File: config.mk
export PLATFORM = sky130hd
export DESIGN_NAME = uart_cmd_wrapper
export DESIGN_NICKNAME = d
export VERILOG_FILES = /design/src/rtl/la_pkg.sv /design/src/rtl/uart_cmd_wrapper_rx.sv /design/src/rtl/uart_cmd_wrapper.sv
export SDC_FILE = /design/constraint.sdc
export NUM_CORES = 1
export LEC_CHECK = 0
export CAP_MARGIN = 20
export CORE_ASPECT_RATIO = 0.8
export CORE_MARGIN = 10
export CORE_UTILIZATION = 32
export DETAILED_ROUTE_END_ITERATION = 7
export GPL_ROUTABILITY_DRIVEN = 0
export HOLD_SLACK_MARGIN = 0.03
export PLACE_DENSITY = 0.5
export SLEW_MARGIN = 20
export SYNTH_ARGS = -nofsm -noshare
export SYNTH_HDL_FRONTEND = slang
export SYNTH_HIERARCHICAL = 1
export SYNTH_SLANG_ARGS = --single-unit
File: constraint.sdc
create_clock -name clk -period 3.6 [get_ports clk]
set_input_delay 0.72 -clock clk [delete_from_list [all_inputs] [get_ports clk]]
set_output_delay 0.72 -clock clk [all_outputs]
set_load 0.005 [all_outputs]
File: src/rtl/la_pkg.sv
// Shared types and defaults for the LA_dig host-link UART front end.
package la_pkg;

    typedef enum logic [1:0] {IDLE, START, DATA, STOP} rx_state_t;
    typedef enum logic {TX_IDLE, TX_SHIFT} tx_state_t;
    typedef enum logic {HIGH, LOW} pair_state_t;

    localparam int BAUD_DIV_DEFAULT = 108;
    localparam int FRAME_BITS       = 10;

endpackage

File: src/rtl/uart_cmd_wrapper_rx.sv
// uart_rx_core: RX synchroniser, 8N1 receive FSM and baud counter.
// With UART_CMD_FRAME_CHK_EN a zero stop bit drops the byte and pulses stop_err.
module uart_rx_core
    import la_pkg::*;
#(
    parameter int BAUD_DIV = BAUD_DIV_DEFAULT,
    parameter int HALF_DIV = BAUD_DIV / 2
) (
    input  logic       clk,
    input  logic       rst_n,
    input  logic       rx,
    output logic [7:0] rx_data,
    output logic       byte_rdy
`ifdef UART_CMD_FRAME_CHK_EN
    ,
    output logic       stop_err
`endif
);

    localparam int CNT_W = $clog2(BAUD_DIV + 1);

    rx_state_t        state_q, state_d;
    logic             rx_s1_q, rx_s2_q, rx_prev_q;
    logic [CNT_W-1:0] cnt_q, cnt_d;
    logic [2:0]       bit_q, bit_d;
    logic [7:0]       shift_q, shift_d;
    logic             fall;
    logic             expire;
    logic             stop_sample;

    // Presetting to 1 keeps reset release from looking like a start edge.
    always_ff @(posedge clk or negedge rst_n) begin
        if (!rst_n) begin
            rx_s1_q   <= 1'b1;
            rx_s2_q   <= 1'b1;
            rx_prev_q <= 1'b1;
        end else begin
            rx_s1_q   <= rx;
            rx_s2_q   <= rx_s1_q;
            rx_prev_q <= rx_s2_q;
        end
    end

    assign fall   = rx_prev_q & ~rx_s2_q;
    assign expire = (cnt_q == CNT_W'(1));

    always_ff @(posedge clk or negedge rst_n) begin
        if (!rst_n) begin
            state_q <= IDLE;
            cnt_q   <= '0;
            bit_q   <= '0;
            shift_q <= '0;
        end else begin
            state_q <= state_d;
            cnt_q   <= cnt_d;
            bit_q   <= bit_d;
            shift_q <= shift_d;
        end
    end

    always_comb begin
        state_d = state_q;
        cnt_d   = (cnt_q != '0) ? cnt_q - CNT_W'(1) : cnt_q;
        bit_d   = bit_q;
        shift_d = shift_q;
        case (state_q)
            IDLE: begin
                if (fall) begin
                    state_d = START;
                    cnt_d   = CNT_W'(HALF_DIV);
                end
            end
            START: begin
                // A line back high at mid start bit was only a glitch.
                if (expire) begin
                    if (rx_s2_q) begin
                        state_d = IDLE;
                    end else begin
                        state_d = DATA;
                        cnt_d   = CNT_W'(BAUD_DIV);
                        bit_d   = '0;
                    end
                end
            end
            DATA: begin
                if (expire) begin
                    shift_d = {rx_s2_q, shift_q[7:1]};
                    cnt_d   = CNT_W'(BAUD_DIV);
                    if (bit_q == 3'd7) begin
                        state_d = STOP;
                    end else begin
                        bit_d = bit_q + 3'd1;
                    end
                end
            end
            STOP: begin
                if (expire) begin
                    state_d = IDLE;
                end
            end
            default: state_d = IDLE;
        endcase
    end

    assign stop_sample = (state_q == STOP) && expire;
    assign rx_data     = shift_q;

    always_comb begin
`ifdef UART_CMD_FRAME_CHK_EN
        byte_rdy = stop_sample & rx_s2_q;
        stop_err = stop_sample & ~rx_s2_q;
`else
        byte_rdy = stop_sample;
`endif
    end

endmodule

File: src/rtl/uart_cmd_wrapper.sv
// uart_cmd_wrapper: pairs received bytes into 16-bit commands and serialises responses.
// Optional UART_CMD_FRAME_CHK_EN adds stop-bit checking and the frame_err output.
module uart_cmd_wrapper
    import la_pkg::*;
#(
    parameter int BAUD_DIV = BAUD_DIV_DEFAULT,
    parameter int HALF_DIV = BAUD_DIV / 2
) (
    input  logic        clk,
    input  logic        rst_n,
    input  logic        RX,
    output logic        TX,
    output logic [15:0] cmd,
    output logic        cmd_rdy,
    input  logic        clr_cmd_rdy,
    input  logic [7:0]  resp,
    input  logic        send_resp,
    output logic        resp_sent,
    output logic        tx_busy
`ifdef UART_CMD_FRAME_CHK_EN
    ,
    output logic        frame_err
`endif
);

    localparam int CNT_W = $clog2(BAUD_DIV + 1);

    logic [7:0] rx_data;
    logic       byte_rdy;
    logic       stop_err;

    uart_rx_core #(
        .BAUD_DIV (BAUD_DIV),
        .HALF_DIV (HALF_DIV)
    ) u_rx (
        .clk      (clk),
        .rst_n    (rst_n),
        .rx       (RX),
        .rx_data  (rx_data),
        .byte_rdy (byte_rdy)
`ifdef UART_CMD_FRAME_CHK_EN
        ,
        .stop_err (stop_err)
`endif
    );

`ifndef UART_CMD_FRAME_CHK_EN
    assign stop_err = 1'b0;
`endif

    pair_state_t pair_q, pair_d;
    logic [7:0]  cmd_hi_q, cmd_hi_d;
    logic [15:0] cmd_q, cmd_d;
    logic        cmd_rdy_q, cmd_rdy_d;
    logic        frame_err_q, frame_err_d;

    always_ff @(posedge clk or negedge rst_n) begin
        if (!rst_n) begin
            pair_q      <= HIGH;
            cmd_hi_q    <= '0;
            cmd_q       <= '0;
            cmd_rdy_q   <= 1'b0;
            frame_err_q <= 1'b0;
        end else begin
            pair_q      <= pair_d;
            cmd_hi_q    <= cmd_hi_d;
            cmd_q       <= cmd_d;
            cmd_rdy_q   <= cmd_rdy_d;
            frame_err_q <= frame_err_d;
        end
    end

    // A framing error abandons any half-received command.
    always_comb begin
        pair_d = pair_q;
        if (byte_rdy) begin
            pair_d = (pair_q == HIGH) ? LOW : HIGH;
        end
        if (stop_err) begin
            pair_d = HIGH;
        end
    end

    // Set beats clear when a pair completes in the acknowledge cycle.
    always_comb begin
        cmd_hi_d    = cmd_hi_q;
        cmd_d       = cmd_q;
        cmd_rdy_d   = cmd_rdy_q;
        frame_err_d = frame_err_q;
        if (clr_cmd_rdy) begin
            cmd_rdy_d   = 1'b0;
            frame_err_d = 1'b0;
        end
        if (byte_rdy) begin
            if (pair_q == HIGH) begin
                cmd_hi_d  = rx_data;
                cmd_rdy_d = 1'b0;
            end else begin
                cmd_d     = {cmd_hi_q, rx_data};
                cmd_rdy_d = 1'b1;
            end
        end
        if (stop_err) begin
            frame_err_d = 1'b1;
        end
    end

    assign cmd     = cmd_q;
    assign cmd_rdy = cmd_rdy_q;
`ifdef UART_CMD_FRAME_CHK_EN
    assign frame_err = frame_err_q;
`else
    logic unused_frame_err;
    assign unused_frame_err = frame_err_q;
`endif

    tx_state_t        tx_state_q, tx_state_d;
    logic [CNT_W-1:0] tx_cnt_q, tx_cnt_d;
    logic [3:0]       tx_bit_q, tx_bit_d;
    logic [8:0]       tx_shift_q, tx_shift_d;
    logic             tx_q, tx_d;
    logic             resp_sent_q, resp_sent_d;
    logic             accept;
    logic             tx_expire;

    // Blocking on resp_sent_q defers a request landing on the completion pulse.
    assign accept    = (tx_state_q == TX_IDLE) && send_resp && !resp_sent_q;
    assign tx_expire = (tx_cnt_q == CNT_W'(1));

    always_ff @(posedge clk or negedge rst_n) begin
        if (!rst_n) begin
            tx_state_q  <= TX_IDLE;
            tx_cnt_q    <= '0;
            tx_bit_q    <= '0;
            tx_shift_q  <= '1;
            tx_q        <= 1'b1;
            resp_sent_q <= 1'b0;
        end else begin
            tx_state_q  <= tx_state_d;
            tx_cnt_q    <= tx_cnt_d;
            tx_bit_q    <= tx_bit_d;
            tx_shift_q  <= tx_shift_d;
            tx_q        <= tx_d;
            resp_sent_q <= resp_sent_d;
        end
    end

    always_comb begin
        tx_state_d = tx_state_q;
        case (tx_state_q)
            TX_IDLE:  if (accept) tx_state_d = TX_SHIFT;
            TX_SHIFT: if (tx_expire && tx_bit_q == 4'(FRAME_BITS - 1)) tx_state_d = TX_IDLE;
            default:  tx_state_d = TX_IDLE;
        endcase
    end

    // The start bit goes straight to the line; the shifter holds resp and the stop bit.
    always_comb begin
        tx_cnt_d    = (tx_cnt_q != '0) ? tx_cnt_q - CNT_W'(1) : tx_cnt_q;
        tx_bit_d    = tx_bit_q;
        tx_shift_d  = tx_shift_q;
        tx_d        = tx_q;
        resp_sent_d = 1'b0;
        if (accept) begin
            tx_shift_d = {1'b1, resp};
            tx_d       = 1'b0;
            tx_cnt_d   = CNT_W'(BAUD_DIV);
            tx_bit_d   = '0;
        end else if (tx_state_q == TX_SHIFT && tx_expire) begin
            if (tx_bit_q == 4'(FRAME_BITS - 1)) begin
                tx_d        = 1'b1;
                resp_sent_d = 1'b1;
            end else begin
                tx_d       = tx_shift_q[0];
                tx_shift_d = {1'b1, tx_shift_q[8:1]};
                tx_bit_d   = tx_bit_q + 4'd1;
                tx_cnt_d   = CNT_W'(BAUD_DIV);
            end
        end
    end

    always_comb begin
        tx_busy   = (tx_state_q == TX_SHIFT);
        TX        = tx_q;
        resp_sent = resp_sent_q;
    end

endmodule

==> impl_metrics.csv <==
group,metric,value,unit
outcome,outcome,"complete, no violations",
timing,finalCriticalPeriod,2.615,ns
synthesis,yosys_register_bits,71,
synthesis,synth_flop_cell,"dfrtp_1",
timing,worst_pin_slew,0.8267,ns
critical_path,critical_path_class,"reg2reg",
final_layout,drive_above_1_share,26.33,%
routing,post-route-drc-count,0,
final_layout,antennaDiodeCount,0,
global_routing,grt_overflow,0,
routing,first_iter_violations,113,
synthesis,async_reset_ff_share,100.0,%
clock_network,postCtsSetupBuffers,0,
synthesis,avgSynthCellArea,12.83,um^2
timing,drv_slew,0,
critical_path,path_max_fanout,17,
timing,rsz0062_at_grt,"no",
clock_network,cts_hold_buf,0,
clock_network,cts.sinks,71,
timing,clock_skew,0.005121,ns
clock_network,cts_buffer_depth,2,
power,pwr-share-clk,33.7,%
floorplan,initial_core_util,33.24,%
final_layout,nets,318,
clock_network,clk_pin_slew,0.06,ns
routing,drtPass1Iterations,4,
routing,detail_route.vias_per_cell,4.899,
final_layout,num-fill-cells,961,
placed_design,place_ws,0.9689,ns
routing,vias,2136,
clock_network,clk_latency,0.33,ns
placed_design,post-dp-hpwl,4590,um
clock_network,cts_tree,"yes",
clock_network,htreeDepth,3,
timing,setup_tns,0,ns
synthesis,seq_area_frac_synth,55.18,%
placed_design,port_buffers,32,
power,combPwrFrac,21.4,%
floorplan,core-area,9769,um^2
timing,setup_viol,0,
floorplan,num_io_pins,33,
power,switching_share,30.85,%
final_layout,area_growth,24.32,%
routing,routed_wl,6654,um
global_routing,grt_pass1_vias,2243,
floorplan,std_cell_rows,32,
global_routing,grt_pass1_wl,11750,um
floorplan,die_area,14600,um^2
timing,maxSlewHeadroom,44.41,%
timing,hold_viol,0,
clock_network,root_buffer,"clkbuf_16",
synthesis,synth_edf_count,0,
routing,routedWlPerCell,15.26,um
flow_run,maxCapViolCount,0,
global_routing,grt_max_degree,28,
critical_path,crit_required,3.82,ns
synthesis,syn_nets,276,
global_routing,grt.total_usage,9.960,%
power,worst_ir_drop_vdd,0.0002895,V
synthesis,syn_area,3247,um^2
min_path,hold_class,"reg2reg",
floorplan,die_w,132.6,um
timing,finalCritPeriodShare,72.63,%
power,seq_power_share,44.8,%
synthesis,yosysWarnings,6,
routing,final_antenna_net_count,0,
critical_path,start_kind,"flip-flop",
floorplan,die_h,110.1,um
timing,timing.fmax,382.5,MHz
critical_path,crit_arrival,2.83,ns
critical_path,worst_setup_path_end_kind,"flip-flop",
synthesis,netlist_instances,253,
power,p_leak,0.001790,uW
timing,fin_ws,0.9855,ns
global_routing,antenna_found_initial,0,
clock_network,cts_resized,0,
power,powerDensity,649.2,nW/um^2
power,netSwitchingPower,808.3,uW
clock_network,cts_made_buffers,9,
power,intPower,1812,uW
synthesis,ys_types,57,
-- layout make-up --
cell class	count	area, um^2	share of cell area [%]
tap	136	170.2	4.216
multi-input combinational	166	1386	34.35
timing repair buffer	37	352.8	8.741
sequential	71	1792	44.39
clock buffer	9	225.2	5.580
clock inverter	7	72.57	1.798
inverter	10	37.54	0.9299
-- path summary, 6_finish.rpt --
kind,startpoint,to,slack [ns],depth (start not counted)
setup / recovery,u_rx/cnt_q[1]$_DFF_PN0_,cmd[4]$_DFFE_PN0P_,0.99,7
hold / removal,u_rx/rx_s1_q$_DFF_PN1_,u_rx/rx_s2_q$_DFF_PN1_,0.36,0
setup reg to reg,u_rx/cnt_q[1]$_DFF_PN0_,cmd[4]$_DFFE_PN0P_,0.99,7
hold reg to reg,u_rx/rx_s1_q$_DFF_PN1_,u_rx/rx_s2_q$_DFF_PN1_,0.36,0
max in group asynchronous,rst_n,tx_shift_q[5]$_DFFE_PN1P_,2.43,2
min in group asynchronous,rst_n,u_rx/cnt_q[0]$_DFF_PN0_,0.37,1
-- registers in the layout, summed over array words and instances (netlist names), 3 cells and up, named ones only --
| name | count |
|---|---|
| cmd_hi_q | 8 |
| u_rx/cnt_q | 7 |
| tx_cnt_q | 7 |
| tx_shift_q | 8 |
| cmd | 16 |
| u_rx/rx_data | 8 |
| u_rx/bit_q | 3 |
| tx_bit_q | 4 |
-- power groups by stage --
stage          logic [uW]  clock network, uW  registers [uW]
3_3_place_gp          555                  0            1180
6_report              561                884            1180
4_1_cts               564                918            1170
3_5_place_dp          561                  0            1180
5_1_grt               644                947            1210
2_1_floorplan         452                  0            1130
-- metrics by stage --
stage | cell area, um^2 | total power (uW) | hold WS (ns) | std cells | utilization [%]
after floorplan | 3247 | 1581 | 0.3452 | 253 | -
final | 4036 | 2620 | 0.3551 | 436 | 41.32
after detailed placement | 3739 | 1744 | 0.3475 | 420 | 38.27
after global placement | 3739 | 1739 | 0.3468 | 420 | 38.27
after CTS | 4036 | 2655 | 0.3564 | 436 | 41.32
after global routing | 4036 | 2800 | 0.3593 | 436 | 41.32
-- cell usage in the layout, fill, tap and decap left out, types with 4 or more instances in the layout --
master	n
ha_1	10
nand2_1	7
dfstp_2	12
nor2_1	11
clkdlybuf4s50_1	31
nor4_1	4
dfrtp_1	59
clkbuf_16	9
nand3_1	4
nor3b_1	5
xnor2_1	4
a21oi_1	7
buf_4	5
mux2_2	35
nor3_1	7
inv_1	10
o21ai_0	5
a221o_1	6
and2_1	6
-- worst max-delay path, cell delays in order, from the launching register on --
cell and delay, ns:
dfrtp_1 0.40, inv_1 0.11, ha_1 0.15, nor4b_4 0.39
nand3_1 0.20, nor2_1 0.28, nand2_1 0.51, mux2_2 0.45
-- cell usage after synthesis, types with 3 or more instances --
cell / instances / area (um^2)
mux2_2: 35 / 394.1
nand3_1: 4 / 20.02
or4_1: 3 / 22.52
o21ai_0: 5 / 25.02
nor2_1: 11 / 41.29
nor3_1: 7 / 35.03
and2_1: 6 / 37.54
mux2i_1: 3 / 30.03
xnor2_1: 4 / 35.03
nand2b_1: 3 / 18.77
dfstp_2: 12 / 315.3
a21oi_1: 7 / 35.03
nand2_1: 7 / 26.28
o211ai_1: 3 / 22.52
a221o_1: 6 / 60.06
nor4_1: 4 / 25.02
clkbuf_1: 4 / 15.01
nor3b_1: 5 / 37.54
inv_1: 10 / 37.54
ha_1: 10 / 125.1
dfrtp_1: 59 / 1476
-- metal layers --
metal / vias up / GRT usage (%) / part of all wire (%)
met4: 0 / 3.762 / 1.8
li1: 1029 / - / -
met3: 12 / 4.476 / 5.2
met1: 1054 / 12.56 / 50
met5: - / 0 / 0
met2: 41 / 14.80 / 43
-- cell families (layout without fill, tap and decap cells) --
group	Yosys count	after routing	share of synthesized area [%]
flops	71	71	55.18
simple gates	75	75	15.57
buf+inv	16	63	2.119
fa+ha+maj	10	10	3.854
mux	38	38	13.06
xor+xnor	5	5	1.349
compound gates	38	38	8.863
Note: power is estimated with default switching activity, not from simulation.
